--- src/rtl/parking_pkg.sv ---
// Shared constants for the parking gate arbiter and the password controller.
package parking_pkg;

    // FSM state encodings (3-bit, kept as plain constants for legacy tools)
    localparam logic [2:0] IDLE      = 3'd0;
    localparam logic [2:0] WAIT_AUTH = 3'd1;
    localparam logic [2:0] OPEN_IN   = 3'd2;
    localparam logic [2:0] OPEN_OUT  = 3'd3;
    localparam logic [2:0] CLOSING   = 3'd4;

    // Grant-lane identifiers used by the round-robin pointer
    localparam logic ENTRY = 1'b0;
    localparam logic EXIT  = 1'b1;

    // Password-accepted code shared with the upstream password controller
    localparam logic [2:0] PASS_OK = 3'b101;

    // Timer width: clog2 of the larger timeout, never narrower than one bit
    function automatic int tmr_width(input int a, input int b);
        int m;
        int w;
        m = (a > b) ? a : b;
        w = $clog2(m);
        return (w < 1) ? 1 : w;
    endfunction

endpackage

--- src/rtl/parking_gate_arbiter_park_timer.sv ---
// park_timer: clear/enable saturating up-counter with terminal-count compare.
module park_timer #(
    parameter int W = 5
) (
    input  logic         clk,
    input  logic         reset,
    input  logic         clr,
    input  logic         en,
    input  logic [W-1:0] tc_val,
    output logic [W-1:0] cnt,
    output logic         tc
);

    logic [W-1:0] cnt_q;
    logic [W-1:0] cnt_d;

    // Next count: clear wins, otherwise count up and hold at all-ones
    always_comb begin
        cnt_d = cnt_q;
        if (clr)
            cnt_d = '0;
        else if (en && (cnt_q != {W{1'b1}}))
            cnt_d = cnt_q + 1'b1;
    end

    // Counter register
    always_ff @(posedge clk) begin
        if (reset)
            cnt_q <= '0;
        else
            cnt_q <= cnt_d;
    end

    assign cnt = cnt_q;
    assign tc  = (cnt_q == tc_val);

endmodule

--- src/rtl/parking_gate_arbiter.sv ---
// parking_gate_arbiter: shares one barrier gate between the entry and exit
// lanes, tracks lot occupancy and force-closes on timeout.
// Optional statistics counters are built when PARK_STATS_EN is defined.
module parking_gate_arbiter
    import parking_pkg::*;
#(
    parameter int CAPACITY    = 8,
    parameter int CNT_W       = 4,
    parameter int AUTH_CYCLES = 32,
    parameter int OPEN_CYCLES = 16
) (
    input  logic             clk,
    input  logic             reset,
    input  logic             entry_req,
    input  logic             exit_req,
    input  logic             entry_auth,
    input  logic             car_passed,
    output logic             gate_open,
    output logic             entry_grant,
    output logic             exit_grant,
    output logic [CNT_W-1:0] occupancy,
    output logic             full,
    output logic             timeout_err
`ifdef PARK_STATS_EN
    ,
    output logic [15:0]      total_entries,
    output logic [15:0]      denied_full
`endif
);

    localparam int TMR_W = tmr_width(AUTH_CYCLES, OPEN_CYCLES);
    localparam logic [TMR_W-1:0] AUTH_TC = TMR_W'(AUTH_CYCLES - 1);
    localparam logic [TMR_W-1:0] OPEN_TC = TMR_W'(OPEN_CYCLES - 1);
    localparam logic [CNT_W-1:0] CAP     = CNT_W'(CAPACITY);

    logic [2:0]       state_q, state_d;
    logic             last_grant_q, last_grant_d;
    logic [CNT_W-1:0] occ_q, occ_d;
    logic             full_q, full_d;
    logic             gate_open_q, gate_open_d;
    logic             entry_grant_q, entry_grant_d;
    logic             exit_grant_q, exit_grant_d;
    logic             timeout_err_q, timeout_err_d;
    logic             counted_entry;

    logic [TMR_W-1:0] tmr_cnt;
    logic [TMR_W-1:0] tmr_tc_val;
    logic             tmr_tc;
    logic             tmr_clr;

    // Terminal count depends on whether we are waiting for auth or holding open
    assign tmr_tc_val = (state_q == WAIT_AUTH) ? AUTH_TC : OPEN_TC;
    assign tmr_clr    = (state_d != state_q);

    park_timer #(.W(TMR_W)) u_timer (
        .clk    (clk),
        .reset  (reset),
        .clr    (tmr_clr),
        .en     (1'b1),
        .tc_val (tmr_tc_val),
        .cnt    (tmr_cnt),
        .tc     (tmr_tc)
    );

    // Arbitration, FSM next state and occupancy update
    always_comb begin
        state_d       = state_q;
        last_grant_d  = last_grant_q;
        occ_d         = occ_q;
        timeout_err_d = 1'b0;
        counted_entry = 1'b0;
        case (state_q)
            IDLE: begin
                // Exit wins outright when alone or when the lot is full
                if (exit_req && (!entry_req || full_q)) begin
                    state_d      = OPEN_OUT;
                    last_grant_d = EXIT;
                end else if (entry_req && !full_q) begin
                    if (exit_req && (last_grant_q == ENTRY)) begin
                        state_d      = OPEN_OUT;
                        last_grant_d = EXIT;
                    end else begin
                        state_d      = WAIT_AUTH;
                        last_grant_d = ENTRY;
                    end
                end
            end
            WAIT_AUTH: begin
                // Auth beats a coincident timeout
                if (entry_auth) begin
                    state_d = OPEN_IN;
                end else if (!entry_req) begin
                    state_d = IDLE;
                end else if (tmr_tc) begin
                    state_d       = IDLE;
                    timeout_err_d = 1'b1;
                end
            end
            OPEN_IN: begin
                // A passing car beats a coincident timeout
                if (car_passed) begin
                    if (occ_q != CAP)
                        occ_d = occ_q + 1'b1;
                    counted_entry = 1'b1;
                    state_d       = CLOSING;
                end else if (tmr_tc) begin
                    state_d       = CLOSING;
                    timeout_err_d = 1'b1;
                end
            end
            OPEN_OUT: begin
                if (car_passed) begin
                    if (occ_q != '0)
                        occ_d = occ_q - 1'b1;
                    state_d = CLOSING;
                end else if (tmr_tc) begin
                    state_d       = CLOSING;
                    timeout_err_d = 1'b1;
                end
            end
            CLOSING: state_d = IDLE;
            default: state_d = IDLE;
        endcase
    end

    // Output decode from the state being entered so outputs track it with no lag
    always_comb begin
        gate_open_d   = (state_d == OPEN_IN) || (state_d == OPEN_OUT);
        entry_grant_d = (state_d == WAIT_AUTH) || (state_d == OPEN_IN);
        exit_grant_d  = (state_d == OPEN_OUT);
        full_d        = (occ_d == CAP);
    end

    // State and output registers
    always_ff @(posedge clk) begin
        if (reset) begin
            state_q       <= IDLE;
            last_grant_q  <= EXIT;
            occ_q         <= '0;
            full_q        <= 1'b0;
            gate_open_q   <= 1'b0;
            entry_grant_q <= 1'b0;
            exit_grant_q  <= 1'b0;
            timeout_err_q <= 1'b0;
        end else begin
            state_q       <= state_d;
            last_grant_q  <= last_grant_d;
            occ_q         <= occ_d;
            full_q        <= full_d;
            gate_open_q   <= gate_open_d;
            entry_grant_q <= entry_grant_d;
            exit_grant_q  <= exit_grant_d;
            timeout_err_q <= timeout_err_d;
        end
    end

    assign gate_open   = gate_open_q;
    assign entry_grant = entry_grant_q;
    assign exit_grant  = exit_grant_q;
    assign occupancy   = occ_q;
    assign full        = full_q;
    assign timeout_err = timeout_err_q;

`ifdef PARK_STATS_EN
    logic [15:0] total_entries_q, total_entries_d;
    logic [15:0] denied_full_q, denied_full_d;
    logic        entry_req_prev_q, entry_req_prev_d;

    // Counters wrap naturally; a denial is one new arrival while full
    always_comb begin
        entry_req_prev_d = entry_req;
        total_entries_d  = total_entries_q + {15'd0, counted_entry};
        denied_full_d    = denied_full_q
                         + {15'd0, (entry_req && !entry_req_prev_q && full_q)};
    end

    // Statistics registers
    always_ff @(posedge clk) begin
        if (reset) begin
            total_entries_q  <= '0;
            denied_full_q    <= '0;
            entry_req_prev_q <= 1'b0;
        end else begin
            total_entries_q  <= total_entries_d;
            denied_full_q    <= denied_full_d;
            entry_req_prev_q <= entry_req_prev_d;
        end
    end

    assign total_entries = total_entries_q;
    assign denied_full   = denied_full_q;
`endif

endmodule
--- config.mk ---
export PLATFORM = sky130hd
export DESIGN_NAME = parking_gate_arbiter
export DESIGN_NICKNAME = d
export VERILOG_FILES = /design/src/rtl/parking_pkg.sv /design/src/rtl/parking_gate_arbiter_park_timer.sv /design/src/rtl/parking_gate_arbiter.sv
export SDC_FILE = /design/constraint.sdc
export NUM_CORES = 1
export LEC_CHECK = 0
export ABC_AREA = 1
export ABC_CLOCK_PERIOD_IN_PS = 3950
export BUFFER_PORTS_ARGS = -buffer_cell sky130_fd_sc_hd__buf_2
export CAP_MARGIN = 5
export CORE_UTILIZATION = 35
export DETAILED_ROUTE_END_ITERATION = 12
export GPL_TIMING_DRIVEN = 0
export SYNTH_ARGS = -nofsm -noshare
export SYNTH_HDL_FRONTEND = slang
export SYNTH_SLANG_ARGS = --single-unit
--- constraint.sdc ---
create_clock -name clk -period 3.95 [get_ports clk]
set_input_delay 0.79 -clock clk [delete_from_list [all_inputs] [get_ports clk]]
set_output_delay 0.79 -clock clk [all_outputs]
set_load 0.005 [all_outputs]
# Word-level counts from Yosys, hierarchy flattened
# Cells that the tools add are included.
# word_totals
register_bits,18
in_bits,6
output_inout_bits,9
# op_classes
addsub,3
eq_ne,11
n_mux,23
bitwise,1
reduce_logical,14
# op_table
op,n
3-bit two-way mux,7
4-bit two-way mux,4
"3-bit by 2-bit == test with 1-bit output, second input constant",4
3-bit case mux with 3 select lines,1
4-bit case mux with 2 select lines,1
1-bit two-way mux,7
"3-bit by 1-bit == test with 1-bit output, second input constant",2
"5-bit by 1-bit adder with 5-bit output, second input constant",1
5-bit == test,1
5-bit two-way mux,1
"5-bit != test, second input constant",1
"4-bit by 1-bit adder with 4-bit output, second input constant",1
"4-bit == test, second input constant",1
"4-bit != test, second input constant",1
4-bit nonzero test,1
2-bit OR reduction,2
"4-bit by 1-bit subtractor with 4-bit output, second input constant",1
1-bit logical AND,3
3-bit zero test,1
1-bit logical OR,3
3-bit != test,1
1-bit zero test,2
2-bit two-way mux,1
1-bit case mux with 2 select lines,1
other kinds (3),3

# Logic depth before layout (Yosys ltp)
# logic_depth
word_depth,9
mapped_depth,11
ltp_nobuf,11

# Modules after synthesis
# Synthesis repeated with hierarchy kept, for this count alone.
# unflattened
hier_cells,170
area_unflattened_um2,1116.1
# by_module_without_submodules
mod,n_inst,cells_per_inst,area_per_inst_um2,seq_area_each_um2
parking_gate_arbiter,1,127,805.8,260.2
park_timer,1,43,310.3,100.1

# Least setup slack after synthesis
# No wires, ideal clock.
# synth_timing
path_kind,input to register
start,input car_passed
end,"register exit_grant_q, in the netlist exit_grant"
arrival_time_ns,1.563
t_required_ns,3.891
path_slack_ns,2.329
cell_stages,9
path_buffers,1
cell_sequence,buf_4 inv_1 nand2_2 nand2_2 nand2_2 nor2_2 nor2_2 a21oi_2 and2_1
# synth_via
elab_chain_cells,3
# synth_lines
item,line_no,rtl
from (decl),parking_gate_arbiter.sv:17,"input logic car_passed,"
3-bit two-way mux,parking_gate_arbiter.sv:101,if (car_passed) begin
3-bit case mux with 3 select lines,parking_gate_arbiter.sv:72,case (state_q)
3-bit by 2-bit == test with 1-bit output,parking_gate_arbiter.sv:130,exit_grant_d = (state_d == OPEN_OUT);
to (signal assigned),parking_gate_arbiter.sv:152,exit_grant_q <= exit_grant_d;
to (decl),parking_gate_arbiter.sv:42,"logic exit_grant_q, exit_grant_d;"
# No other way between the ends.
# A chain may end at the register's enable or synchronous reset.

# Worst setup path in the final report
# layout_timing
start,"register occ_q[3], in the netlist occupancy[3]"
end,output occupancy[3]
# layout_lines
item,line_no,rtl
from (decl),parking_gate_arbiter.sv:38,"logic [CNT_W-1:0] occ_q, occ_d;"
from (signal assigned),parking_gate_arbiter.sv:139,occ_q <= '0;
from (signal assigned),parking_gate_arbiter.sv:148,occ_q <= occ_d;
to (decl),parking_gate_arbiter.sv:21,"output logic [CNT_W-1:0] occupancy,"
# No word-level cell between the ends.

==> results.sh <==
export IMPL_drv_slew=0
export IMPL_avgSynthCellArea_um2=6.86
export IMPL_grt_pass1_wl_um=3650
export IMPL_die_area_um2=3300
export IMPL_required_ns=3.16
export IMPL_cp_cell_sequence="buf_2"
export IMPL_hold_path_class="reg -> reg"
export IMPL_first_iter_violations=70
export IMPL_rsz0062_at_grt="false"
export IMPL_drc_errors=1
export IMPL_crit_arrival_ns=0.91
export IMPL_fin_worst_skew_ns=0.00283
export IMPL_post_route_util_pct=42.9
export IMPL_core_um2=2830
export IMPL_ctsResizeCount=0
export IMPL_hold_viol=0
export IMPL_hpwlAfterDp_um=1680
export IMPL_dr_pass1_iters=8
export IMPL_port_buffer_count=12
export IMPL_p_total_mw=0.471
export IMPL_placed_cells=200
export IMPL_grt_usage_pct=14.3
export IMPL_root_buffer="clkbuf_4"
export IMPL_ant_nets=0
export IMPL_yosys_area_top_type="dfxtp_1"
export IMPL_initial_utilization_pct=38.1
export IMPL_path_max_fanout=6
export IMPL_violations="DRC"
export IMPL_clock_fmax_mhz=590
export IMPL_tns_ns=0
export IMPL_worstSetupPathType="reg -> out"
export IMPL_setup_viol_count_final=0
export IMPL_vias=990
export IMPL_layout_commonest_cell="nand2_1"
export IMPL_avgViaCountPerCell=4.85
export IMPL_h_tree_depth=1
export IMPL_cts_path_max_buffers=2
export IMPL_placed_cell_area_um2=1180
export IMPL_clkSinkCount=18
export IMPL_critPathBufInv=1
export IMPL_cellLeakagePower_nw=0.603
export IMPL_cp_start_kind="flip-flop"
export IMPL_grt_ovfl_total=0
export IMPL_rows=19
export IMPL_tritoncts="yes"
export IMPL_antenna_found_initial=0
export IMPL_numCtsBuffers=3
export IMPL_p_per_area_nw_per_um2=388
export IMPL_place_gp_congestion=0.875
export IMPL_die_w_um=57.5
export IMPL_chipHeight_um=57.5
export IMPL_status="finished, violations left"
export IMPL_maxCapViolCount=0
export IMPL_wl_um=2140
export IMPL_seq_area_frac_synth_pct=33.4
export IMPL_yosys_register_bits=18
export IMPL_worst_pin_slew_ns=0.331
export IMPL_critical_path_top_delay_family="flip-flops"
export IMPL_maxSlewHeadroom_pct=77.7
export IMPL_dp_slack_ns=2.20
export IMPL_cp_end_kind="output port"
export IMPL_final_nets=184
export IMPL_cts_hold_buf=0
export IMPL_critical_path_max_stage_delay_ns=0.45
export IMPL_ys_warn_count=0
export IMPL_clk_pin_slew_worst_paths_ns=0.10
export IMPL_synth_cell_type_count=25
export IMPL_vdd_drop_max_v=0.000212
export IMPL_fin_ws_ns=2.25
export IMPL_avgRoutedWirePerCell_um=10.5
export IMPL_post_route_min_period_ns=1.70
export IMPL_syn_nets=167
export IMPL_clock_latency_ns=0.30
export IMPL_ys_top_cells_by_area="dfxtp_1, nand2_1, inv_1"
export IMPL_design_area_um2=1210
export IMPL_synthCells=157
export IMPL_layout_drive_gt1_share_pct=19.1
export IMPL_synth_top_area_share_pct=33.4
export IMPL_area_growth_pct=12.5
export IMPL_diodes=0
export IMPL_first_global_vias=926
export IMPL_whs_ns=0.485
export IMPL_io_pins=15
export IMPL_layout_cells_non_filler=204
export IMPL_cp_slowest_cell="dfxtp_1"
export IMPL_grt_max_degree=11
export IMPL_final_cell_mix="nand2_1, inv_1, nor2_1, dfxtp_1, nand3_1"
export IMPL_finalCritPeriodShare_pct=42.9
export IMPL_cts_setup_buffers=0
export IMPL_syn_area_um2=1080
where the power goes:
| part | switching (mW) | total (mW) | internal (mW) |
|---|---|---|---|
| Sequential | 0.0154 | 0.216 | 0.201 |
| Combinational | 0.0843 | 0.140 | 0.0560 |
| Clock | 0.0576 | 0.114 | 0.0562 |
| Total | 0.157 | 0.471 | 0.313 |
worst paths after layout:
path                start  slack [ns]      endpoint  cells after the start
min          last_grant_q        0.48  last_grant_q                      2
max          occupancy[3]        2.25  occupancy[3]                      1
min reg2reg  last_grant_q        0.48  last_grant_q                      2
max reg2reg  occupancy[1]        2.36          full                      9
kinds of logic after synthesis:
kind of cell,synth area share (%)
AOI/OAI and AO/OA,11.6
xor gates and xnor gates,3.25
adders and majority gates,4.65
buffers and inverters,11.4
DFF,33.4
muxes,0.929
and+or+nand+nor,34.7
final cells by class:
| type | count | area, um^2 |
|---|---|---|
| Fill cell | 303 | 1620 |
| Timing Repair Buffer | 12 | 60.1 |
| Clock buffer | 4 | 36.3 |
| Buffer | 3 | 28.8 |
| Sequential cell | 18 | 360 |
| Inverter | 25 | 93.8 |
| Multi-Input combinational cell | 111 | 594 |
| Tap cell | 31 | 38.8 |
cells in the mapped netlist, drive strengths merged:
master   n
xnor2    1
buf      2
mux2i    1
a21oi    9
nor2    28
nor3     1
o211ai   2
ha       4
o21ai   10
inv     25
o21bai   1
clkbuf   1
dfxtp   18
xor2     3
nand2   29
nand4    3
and2     1
nand3   18
per-layer routing:
| layer | track usage (%) | vias to the layer above | part of all wire (%) |
|---|---|---|---|
| li1 | - | 532 | - |
| met1 | 16.9 | 437 | 47 |
| met2 | 24.6 | 15 | 48 |
| met3 | 2.04 | 6 | 3.3 |
| met4 | 8.36 | 0 | 2.3 |
| met5 | 0 | - | 0 |
sequential cells by signal, indices dropped and copies added (netlist names):
signal / count
last_grant_q: 1
gate_open: 1
full: 1
timeout_err: 1
state_q: 3
entry_grant: 1
u_timer.cnt: 5
occupancy: 4
exit_grant: 1
tightest hold or removal path: cells and delay by family (launching register included):
kind	cells	cell delay (ns)
AOI/OAI and AO/OA	1	0.07
DFF	1	0.34
and+or+nand+nor	1	0.05
Power figures use the tool's default switching activity.
